File: config.mk
export PLATFORM = sky130hd
export DESIGN_NAME = seanetnackgenerator_ddr_bmpcmd_gen_flat
export DESIGN_NICKNAME = d
export VERILOG_FILES = /design/src/rtl/seanetnackgenerator_ddr_bmpcmd_gen_if.sv /design/src/rtl/seanetnackgenerator_ddr_bmpcmd_gen.sv /design/src/flat_wrapper.sv
export SDC_FILE = /design/constraint.sdc
export NUM_CORES = 2
export LEC_CHECK = 0
export CAP_MARGIN = 10
export CORE_ASPECT_RATIO = 0.5
export CORE_MARGIN = 5
export CORE_UTILIZATION = 44
export DETAILED_ROUTE_END_ITERATION = 6
export GPL_TIMING_DRIVEN = 0
export HOLD_SLACK_MARGIN = 0.15
export PLACE_DENSITY_LB_ADDON = 0.1
export SYNTH_ARGS = -nofsm -noshare
export SYNTH_HDL_FRONTEND = slang
export SYNTH_SLANG_ARGS = --single-unit
File: constraint.sdc
create_clock -name sys_clk -period 4.75 [get_ports sys_clk]
set_input_delay 0.95 -clock sys_clk [delete_from_list [all_inputs] [get_ports sys_clk]]
set_output_delay 0.95 -clock sys_clk [all_outputs]
set_load 0.03 [all_outputs]
File: src/rtl/seanetnackgenerator_ddr_bmpcmd_gen_if.sv
// Event and DDR bitmap-command signal bundle for the bitmap command generator.
// slave is the generator side; master is the feeder/DDR-arbiter side.
interface seanetnackgenerator_ddr_bmpcmd_gen_if #(
  parameter int unsigned FLOW_ID_WIDTH = 10,
  parameter int unsigned SEQ_WIDTH     = 32
);
  logic [FLOW_ID_WIDTH-1:0] evt_flow_id;
  logic [SEQ_WIDTH-1:0]     evt_seq;
  logic                     evt_op;
  logic                     evt_valid;
  logic                     evt_ready;
  logic                     flush;

  logic [31:0]              ddr_cmd_addr;
  logic [511:0]             ddr_cmd_data;
  logic [1:0]               ddr_cmd_type;
  logic [7:0]               ddr_cmd_len;
  logic                     ddr_cmd_valid;
  logic                     ddr_cmd_ready;

  modport master (
    output evt_flow_id, evt_seq, evt_op, evt_valid, flush, ddr_cmd_ready,
    input  evt_ready, ddr_cmd_addr, ddr_cmd_data, ddr_cmd_type, ddr_cmd_len, ddr_cmd_valid
  );

  modport slave (
    input  evt_flow_id, evt_seq, evt_op, evt_valid, flush, ddr_cmd_ready,
    output evt_ready, ddr_cmd_addr, ddr_cmd_data, ddr_cmd_type, ddr_cmd_len, ddr_cmd_valid
  );
endinterface

File: src/rtl/seanetnackgenerator_ddr_bmpcmd_gen.sv
// Turns per-packet set/clear sequence events into 512-bit DDR bitmap line commands,
// coalescing consecutive events on the same line and op into one command.
module seanetnackgenerator_ddr_bmpcmd_gen #(
  parameter int unsigned FLOW_ID_WIDTH = 10,
  parameter int unsigned SEQ_WIDTH     = 32,
  parameter int unsigned WIN_LOG2      = 16,
  parameter logic [31:0] BMP_BASE_ADDR = 32'h0,
  parameter int unsigned FLUSH_TIMEOUT = 16
) (
  input  logic                                 sys_clk,
  input  logic                                 sys_rst,
  seanetnackgenerator_ddr_bmpcmd_gen_if.slave  bus,
  output logic [31:0]                          dfx_sta0,
  output logic [31:0]                          dfx_sta1,
  output logic [31:0]                          dfx_sta2
);

  localparam int unsigned AgeW = $clog2(FLUSH_TIMEOUT + 1);
  localparam logic [AgeW-1:0] AgeMax = AgeW'(FLUSH_TIMEOUT);

  typedef enum logic [0:0] {StEmpty, StAccum} state_e;

  state_e          state_q, state_d;

  logic [31:0]     pend_addr_q, pend_addr_d;
  logic [511:0]    pend_mask_q, pend_mask_d;
  logic [1:0]      pend_type_q, pend_type_d;
  logic [AgeW-1:0] pend_age_q, pend_age_d;
  logic            flush_req_q, flush_req_d;

  logic            cmd_valid_q, cmd_valid_d;
  logic [31:0]     cmd_addr_q, cmd_addr_d;
  logic [511:0]    cmd_data_q, cmd_data_d;
  logic [1:0]      cmd_type_q, cmd_type_d;

  logic [31:0]     sta0_q, sta0_d;
  logic [31:0]     sta1_q, sta1_d;
  logic [31:0]     sta2_q, sta2_d;

  logic [63:0]     seq_win;
  logic [31:0]     evt_addr;
  logic [511:0]    evt_mask;
  logic [1:0]      evt_type;

  logic            out_free;
  logic            hit;
  logic            due;
  logic            evt_ready_int;
  logic            accept;
  logic            drain;
  logic            load;

  // Seq bits above the window alias onto the same line.
  always_comb begin
    seq_win  = 64'(bus.evt_seq) & ((64'd1 << WIN_LOG2) - 64'd1);
    evt_addr = BMP_BASE_ADDR
             + 32'(64'(bus.evt_flow_id) << (WIN_LOG2 - 3))
             + 32'((seq_win >> 9) << 6);
    evt_mask = 512'd1 << bus.evt_seq[8:0];
    evt_type = {1'b0, bus.evt_op};
  end

  // Decode and next-state.
  always_comb begin
    out_free      = ~cmd_valid_q | bus.ddr_cmd_ready;
    hit           = (state_q == StAccum) && (evt_addr == pend_addr_q) &&
                    (evt_type == pend_type_q);
    due           = (pend_age_q == AgeMax) | flush_req_q;
    evt_ready_int = ~sys_rst & ((state_q == StEmpty) | hit | out_free);
    accept        = bus.evt_valid & evt_ready_int;
    load          = accept & ~hit;
    // A miss displaces PEND into OUT; otherwise PEND leaves only when due and OUT can take it.
    drain         = (state_q == StAccum) & out_free & (load | due);

    state_d = state_q;
    unique case (state_q)
      StEmpty: if (accept) state_d = StAccum;
      StAccum: if (drain && !load) state_d = StEmpty;
      default: state_d = StEmpty;
    endcase
  end

  // Datapath and output next-state.
  always_comb begin
    pend_addr_d = pend_addr_q;
    pend_mask_d = pend_mask_q;
    pend_type_d = pend_type_q;
    pend_age_d  = pend_age_q;

    if (load) begin
      pend_addr_d = evt_addr;
      pend_mask_d = evt_mask;
      pend_type_d = evt_type;
      pend_age_d  = '0;
    end else if (accept) begin
      pend_mask_d = pend_mask_q | evt_mask;
    end else if ((state_q == StAccum) && (pend_age_q != AgeMax)) begin
      pend_age_d = pend_age_q + 1'b1;
    end

    cmd_valid_d = cmd_valid_q;
    cmd_addr_d  = cmd_addr_q;
    cmd_data_d  = cmd_data_q;
    cmd_type_d  = cmd_type_q;
    if (drain) begin
      cmd_valid_d = 1'b1;
      cmd_addr_d  = pend_addr_q;
      // A hit coinciding with the drain is merged into the outgoing line.
      cmd_data_d  = pend_mask_q | ((accept & hit) ? evt_mask : 512'd0);
      cmd_type_d  = pend_type_q;
    end else if (bus.ddr_cmd_ready) begin
      cmd_valid_d = 1'b0;
    end

    flush_req_d = (state_q == StAccum) & ~drain & (flush_req_q | bus.flush);

    sta0_d = sta0_q + 32'(accept);
    sta1_d = sta1_q + 32'(cmd_valid_q & bus.ddr_cmd_ready);
    sta2_d = sta2_q + 32'(accept & hit);
  end

  always_ff @(posedge sys_clk) begin
    if (sys_rst) begin
      state_q     <= StEmpty;
      pend_addr_q <= '0;
      pend_mask_q <= '0;
      pend_type_q <= '0;
      pend_age_q  <= '0;
      flush_req_q <= 1'b0;
      cmd_valid_q <= 1'b0;
      cmd_addr_q  <= '0;
      cmd_data_q  <= '0;
      cmd_type_q  <= '0;
      sta0_q      <= '0;
      sta1_q      <= '0;
      sta2_q      <= '0;
    end else begin
      state_q     <= state_d;
      pend_addr_q <= pend_addr_d;
      pend_mask_q <= pend_mask_d;
      pend_type_q <= pend_type_d;
      pend_age_q  <= pend_age_d;
      flush_req_q <= flush_req_d;
      cmd_valid_q <= cmd_valid_d;
      cmd_addr_q  <= cmd_addr_d;
      cmd_data_q  <= cmd_data_d;
      cmd_type_q  <= cmd_type_d;
      sta0_q      <= sta0_d;
      sta1_q      <= sta1_d;
      sta2_q      <= sta2_d;
    end
  end

  assign bus.evt_ready     = evt_ready_int;
  assign bus.ddr_cmd_valid = cmd_valid_q;
  assign bus.ddr_cmd_addr  = cmd_addr_q;
  assign bus.ddr_cmd_data  = cmd_data_q;
  assign bus.ddr_cmd_type  = cmd_type_q;
  assign bus.ddr_cmd_len   = 8'd0;

  assign dfx_sta0 = sta0_q;
  assign dfx_sta1 = sta1_q;
  assign dfx_sta2 = sta2_q;

endmodule

File: src/flat_wrapper.sv
// flat-port wrapper written by rule: the top's interface ports become plain ports
module seanetnackgenerator_ddr_bmpcmd_gen_flat 
#(
  parameter int unsigned FLOW_ID_WIDTH = 10,
  parameter int unsigned SEQ_WIDTH     = 32,
  parameter int unsigned WIN_LOG2      = 16,
  parameter logic [31:0] BMP_BASE_ADDR = 32'h0,
  parameter int unsigned FLUSH_TIMEOUT = 16
)
  (sys_clk, sys_rst, dfx_sta0, dfx_sta1, dfx_sta2, bus_evt_flow_id, bus_evt_seq, bus_evt_op, bus_evt_valid, bus_flush, bus_ddr_cmd_ready, bus_evt_ready, bus_ddr_cmd_addr, bus_ddr_cmd_data, bus_ddr_cmd_type, bus_ddr_cmd_len, bus_ddr_cmd_valid);
  seanetnackgenerator_ddr_bmpcmd_gen_if #(.FLOW_ID_WIDTH(FLOW_ID_WIDTH), .SEQ_WIDTH(SEQ_WIDTH)) bus_i ();
  input  logic sys_clk;
  input  logic sys_rst;
  output logic [31:0] dfx_sta0;
  output logic [31:0] dfx_sta1;
  output logic [31:0] dfx_sta2;
  input wire logic [$bits(bus_i.evt_flow_id)-1:0] bus_evt_flow_id;
  input wire logic [$bits(bus_i.evt_seq)-1:0] bus_evt_seq;
  input wire logic [$bits(bus_i.evt_op)-1:0] bus_evt_op;
  input wire logic [$bits(bus_i.evt_valid)-1:0] bus_evt_valid;
  input wire logic [$bits(bus_i.flush)-1:0] bus_flush;
  input wire logic [$bits(bus_i.ddr_cmd_ready)-1:0] bus_ddr_cmd_ready;
  output wire logic [$bits(bus_i.evt_ready)-1:0] bus_evt_ready;
  output wire logic [$bits(bus_i.ddr_cmd_addr)-1:0] bus_ddr_cmd_addr;
  output wire logic [$bits(bus_i.ddr_cmd_data)-1:0] bus_ddr_cmd_data;
  output wire logic [$bits(bus_i.ddr_cmd_type)-1:0] bus_ddr_cmd_type;
  output wire logic [$bits(bus_i.ddr_cmd_len)-1:0] bus_ddr_cmd_len;
  output wire logic [$bits(bus_i.ddr_cmd_valid)-1:0] bus_ddr_cmd_valid;
  assign bus_i.evt_flow_id = bus_evt_flow_id;
  assign bus_i.evt_seq = bus_evt_seq;
  assign bus_i.evt_op = bus_evt_op;
  assign bus_i.evt_valid = bus_evt_valid;
  assign bus_i.flush = bus_flush;
  assign bus_i.ddr_cmd_ready = bus_ddr_cmd_ready;
  assign bus_evt_ready = bus_i.evt_ready;
  assign bus_ddr_cmd_addr = bus_i.ddr_cmd_addr;
  assign bus_ddr_cmd_data = bus_i.ddr_cmd_data;
  assign bus_ddr_cmd_type = bus_i.ddr_cmd_type;
  assign bus_ddr_cmd_len = bus_i.ddr_cmd_len;
  assign bus_ddr_cmd_valid = bus_i.ddr_cmd_valid;
  seanetnackgenerator_ddr_bmpcmd_gen #(.FLOW_ID_WIDTH(FLOW_ID_WIDTH), .SEQ_WIDTH(SEQ_WIDTH), .WIN_LOG2(WIN_LOG2), .BMP_BASE_ADDR(BMP_BASE_ADDR), .FLUSH_TIMEOUT(FLUSH_TIMEOUT)) u_core (.sys_clk(sys_clk), .sys_rst(sys_rst), .bus(bus_i), .dfx_sta0(dfx_sta0), .dfx_sta1(dfx_sta1), .dfx_sta2(dfx_sta2));
endmodule
==> results_dict.tcl <==
set metrics [dict create \
    status "finished with violations" \
    violations "capacitance limit, slew limit" \
    ioPinCount 700 \
    cts_buffers 103 \
    clock_sinks 1164 \
    timing.rr.start "u_core.pend_addr_q[16]" \
    slew_headroom -0.006623 \
    start_util 0.4463 \
    routedWlPerCell_um 29.88 \
    drc 0 \
    synth-async-reset-ratio 0 \
    dieArea_um2 104100 \
    num_rows 80 \
    holdPathEnd "u_core.pend_mask_q[256]" \
    startpoint_type "input port" \
    ir_drop_mv 0.2896 \
    slew_viol_final 11 \
    rr_worst_depth 13 \
    cts_root_buf "clkbuf_16" \
    grt_pass1_wl_mm 288.8 \
    busiest_layer "met2" \
    cp.required_ns 3.80 \
    drt_iter0_markers 5035 \
    synth_edf_count 0 \
    use_met3 0.1388 \
    wl_mm 207.2 \
    dr.pass1.iters 6 \
    grt_pass1_vias 40241 \
    via_per_inst 6.075 \
    clock_latency_ns 0.75 \
    setup_violations 0 \
    setup_slack_ns 0.1722 \
    clock_path_buffers 3 \
    rsz0062_at_grt "no" \
    r2r_end "u_core.dfx_sta0[26]" \
    vias 42124 \
    final_nets 5619 \
    leakage_nw 19.51 \
    grt_overflow 0 \
    port_buffers 657 \
    worst_setup_path_end_kind "primary output" \
    gp_congestion 1.045 \
    finalCritPeriodShare 0.9638 \
    postSynthCellCount 4764 \
    min_period_ns 4.578 \
    core_area_um2 95990 \
    hold_start "u_core.pend_mask_q[256]" \
    cts_tree "yes" \
    clk_pin_slew_worst_paths_ns 0.06 \
    grt_usage 0.3802 \
    yosysSeqAreaShare 0.5439 \
    drive_gt1_frac 0.07982 \
    use_met2 0.5832 \
    grt_max_degree 17 \
    p_per_area_nw_per_um2 387.0 \
    dieWidth_um 451.3 \
    max_freq_mhz 218.4 \
    ys_warn_count 0 \
    preCtsSetupSlack_ns -1.021 \
    finalHoldViolCount 0 \
    drv_cap 1 \
    die_h_um 230.6 \
    antenna_found_initial 24 \
    ys_types 54 \
    area_growth_pct 28.61 \
    hold-worst-slack_ns 0.4548 \
    htree_levels 3 \
    crit_type "in2out" \
    ys_ff_latch 1164 \
    path_max_fanout 10 \
    cts_hold_buf 0 \
    min_path_type "reg2reg" \
    yosys_most_used_dff "dfxtp_1" \
    power_mw 21.32 \
    dp_hpwl_mm 157.6 \
    skew_ns 0.03028 \
    r2r_setup_slack_ns 0.56 \
    worst_pin_slew_ns 1.510 \
    netlist_area_um2 42840 \
    avgSynthCellArea_um2 8.993 \
    hold_path_depth 2 \
    cp.arrival_ns 3.63 \
    detail-route-antenna-nets 0 \
    grtUsageMet1 0.4859 \
]
-- metrics by stage --
step	instance area [µm²]	TNS (ns)	utilization	cells
6_report	55100	0	0.5740	6934
5_1_grt	55080	0	0.5738	6928
4_1_cts	55010	0	0.5731	6919
3_5_place_dp	51290	-25.15	0.5343	6727
3_3_place_gp	51100	-67.33	0.5323	6715
2_1_floorplan	42930	0	-	4787
-- worst max-delay path, cell delays in order --
cell	delay [ns]
clkdlybuf4s50_1	0.47
xor2_1	0.18
nor4_2	0.51
and3_1	0.23
buf_4	0.16
a21oi_2	0.08
buf_6	0.21
nor2_1	0.11
clkdlybuf4s50_1	0.72
-- Yosys cell counts, drive strengths merged, types with 3 or more instances --
library cell,number,share of area
dfxtp,1164,0.54
nor2,773,0.068
nor3,563,0.067
a211oi,512,0.090
nand2,404,0.035
o21ai,256,0.030
buf,255,0.031
a22o,252,0.052
clkbuf,171,0.015
xor2,64,0.013
nand3,60,0.0071
a21oi,44,0.0053
xnor2,28,0.0057
nand2b,25,0.0037
nand4,25,0.0037
or3,23,0.0035
and3,20,0.0029
mux2i,18,0.0042
nor2b,18,0.0026
o32ai,16,0.0033
inv,13,0.0011
and4,12,0.0025
nor4,10,0.0019
o31ai,9,0.0020
ha,8,0.0023
and2,5,0.00073
or4,3,0.00053
-- flip-flops by register name (all words and copies together) (netlist names), 5 cells and up --
name and cells:
u_core.pend_mask_q 512, u_core.bus.ddr_cmd_addr 17, u_core.dfx_sta1 32, u_core.pend_age_q 5, u_core.pend_addr_q 17, u_core.bus.ddr_cmd_data 512
u_core.dfx_sta2 32, u_core.dfx_sta0 32
-- cells in the final DEF (no fill, tap or decap), types with 26 or more instances in the layout --
cell	count
a211oi_1	512
a21oi_1	42
a22o_1	252
buf_2	199
buf_4	36
clkbuf_1	182
clkbuf_16	107
clkbuf_8	26
clkdlybuf4s50_1	657
dfxtp_1	1164
nand2_1	403
nand3_1	59
nor2_1	772
nor3_1	557
o21ai_0	175
o21ai_1	81
xnor2_1	28
xor2_1	64
-- where the power goes --
part	leakage, nW	internal (mW)	total (mW)	switching [mW]
clock	1.83	5.31	9.34	4.02
sequential	9.41	9.94	10.1	0.126
combinational	8.27	0.579	1.92	1.34
total	19.5	15.8	21.3	5.49
-- logic make-up after synthesis --
kind of cell / share of synthesized area
and+or+nand+nor: 0.1998
DFF: 0.5439
AOI/OAI and AO/OA: 0.1833
buffers and inverters: 0.04760
xor gates and xnor gates: 0.01881
muxes: 0.004205
adders and majority gates: 0.002336
other: 0.00008753
-- worst max-delay path by stage --
stage,startpoint,to,cells past startpoint
detailed placement,bus_evt_flow_id[4],u_core.dfx_sta0[24],14
finish,bus_evt_flow_id[3],bus_evt_ready,9
floorplan,bus_evt_seq[12],u_core.dfx_sta0[28],13
CTS,sys_rst,bus_evt_ready,7
global route,bus_evt_flow_id[3],u_core.dfx_sta0[24],14
global placement,sys_rst,bus_evt_ready,7
-- area by class of cell --
class                           count  area, µm²
Sequential cell                  1164      23300
Antenna cell                       13      32.53
Fill cell                        8737      40890
Clock buffer                      150       3099
Buffer                            424       1991
Inverter                           13      48.80
Tap cell                         1271       1590
Clock inverter                     42      616.8
Multi-Input combinational cell   3184      17610
Timing Repair Buffer              673       6804
-- routing by layer --
metal  part of all wire  vias up
met5            0.00024        -
met2               0.44     2459
met3               0.12      511
met1               0.39    20669
li1                   -    18477
met4              0.047        8
-- timing repair --
action	in CTS	in global routing
setup endpoints to repair	15	8
buffers inserted	1	0
pin swaps	1	0
resized for setup	2	5
Power figures use the tool's default switching activity.
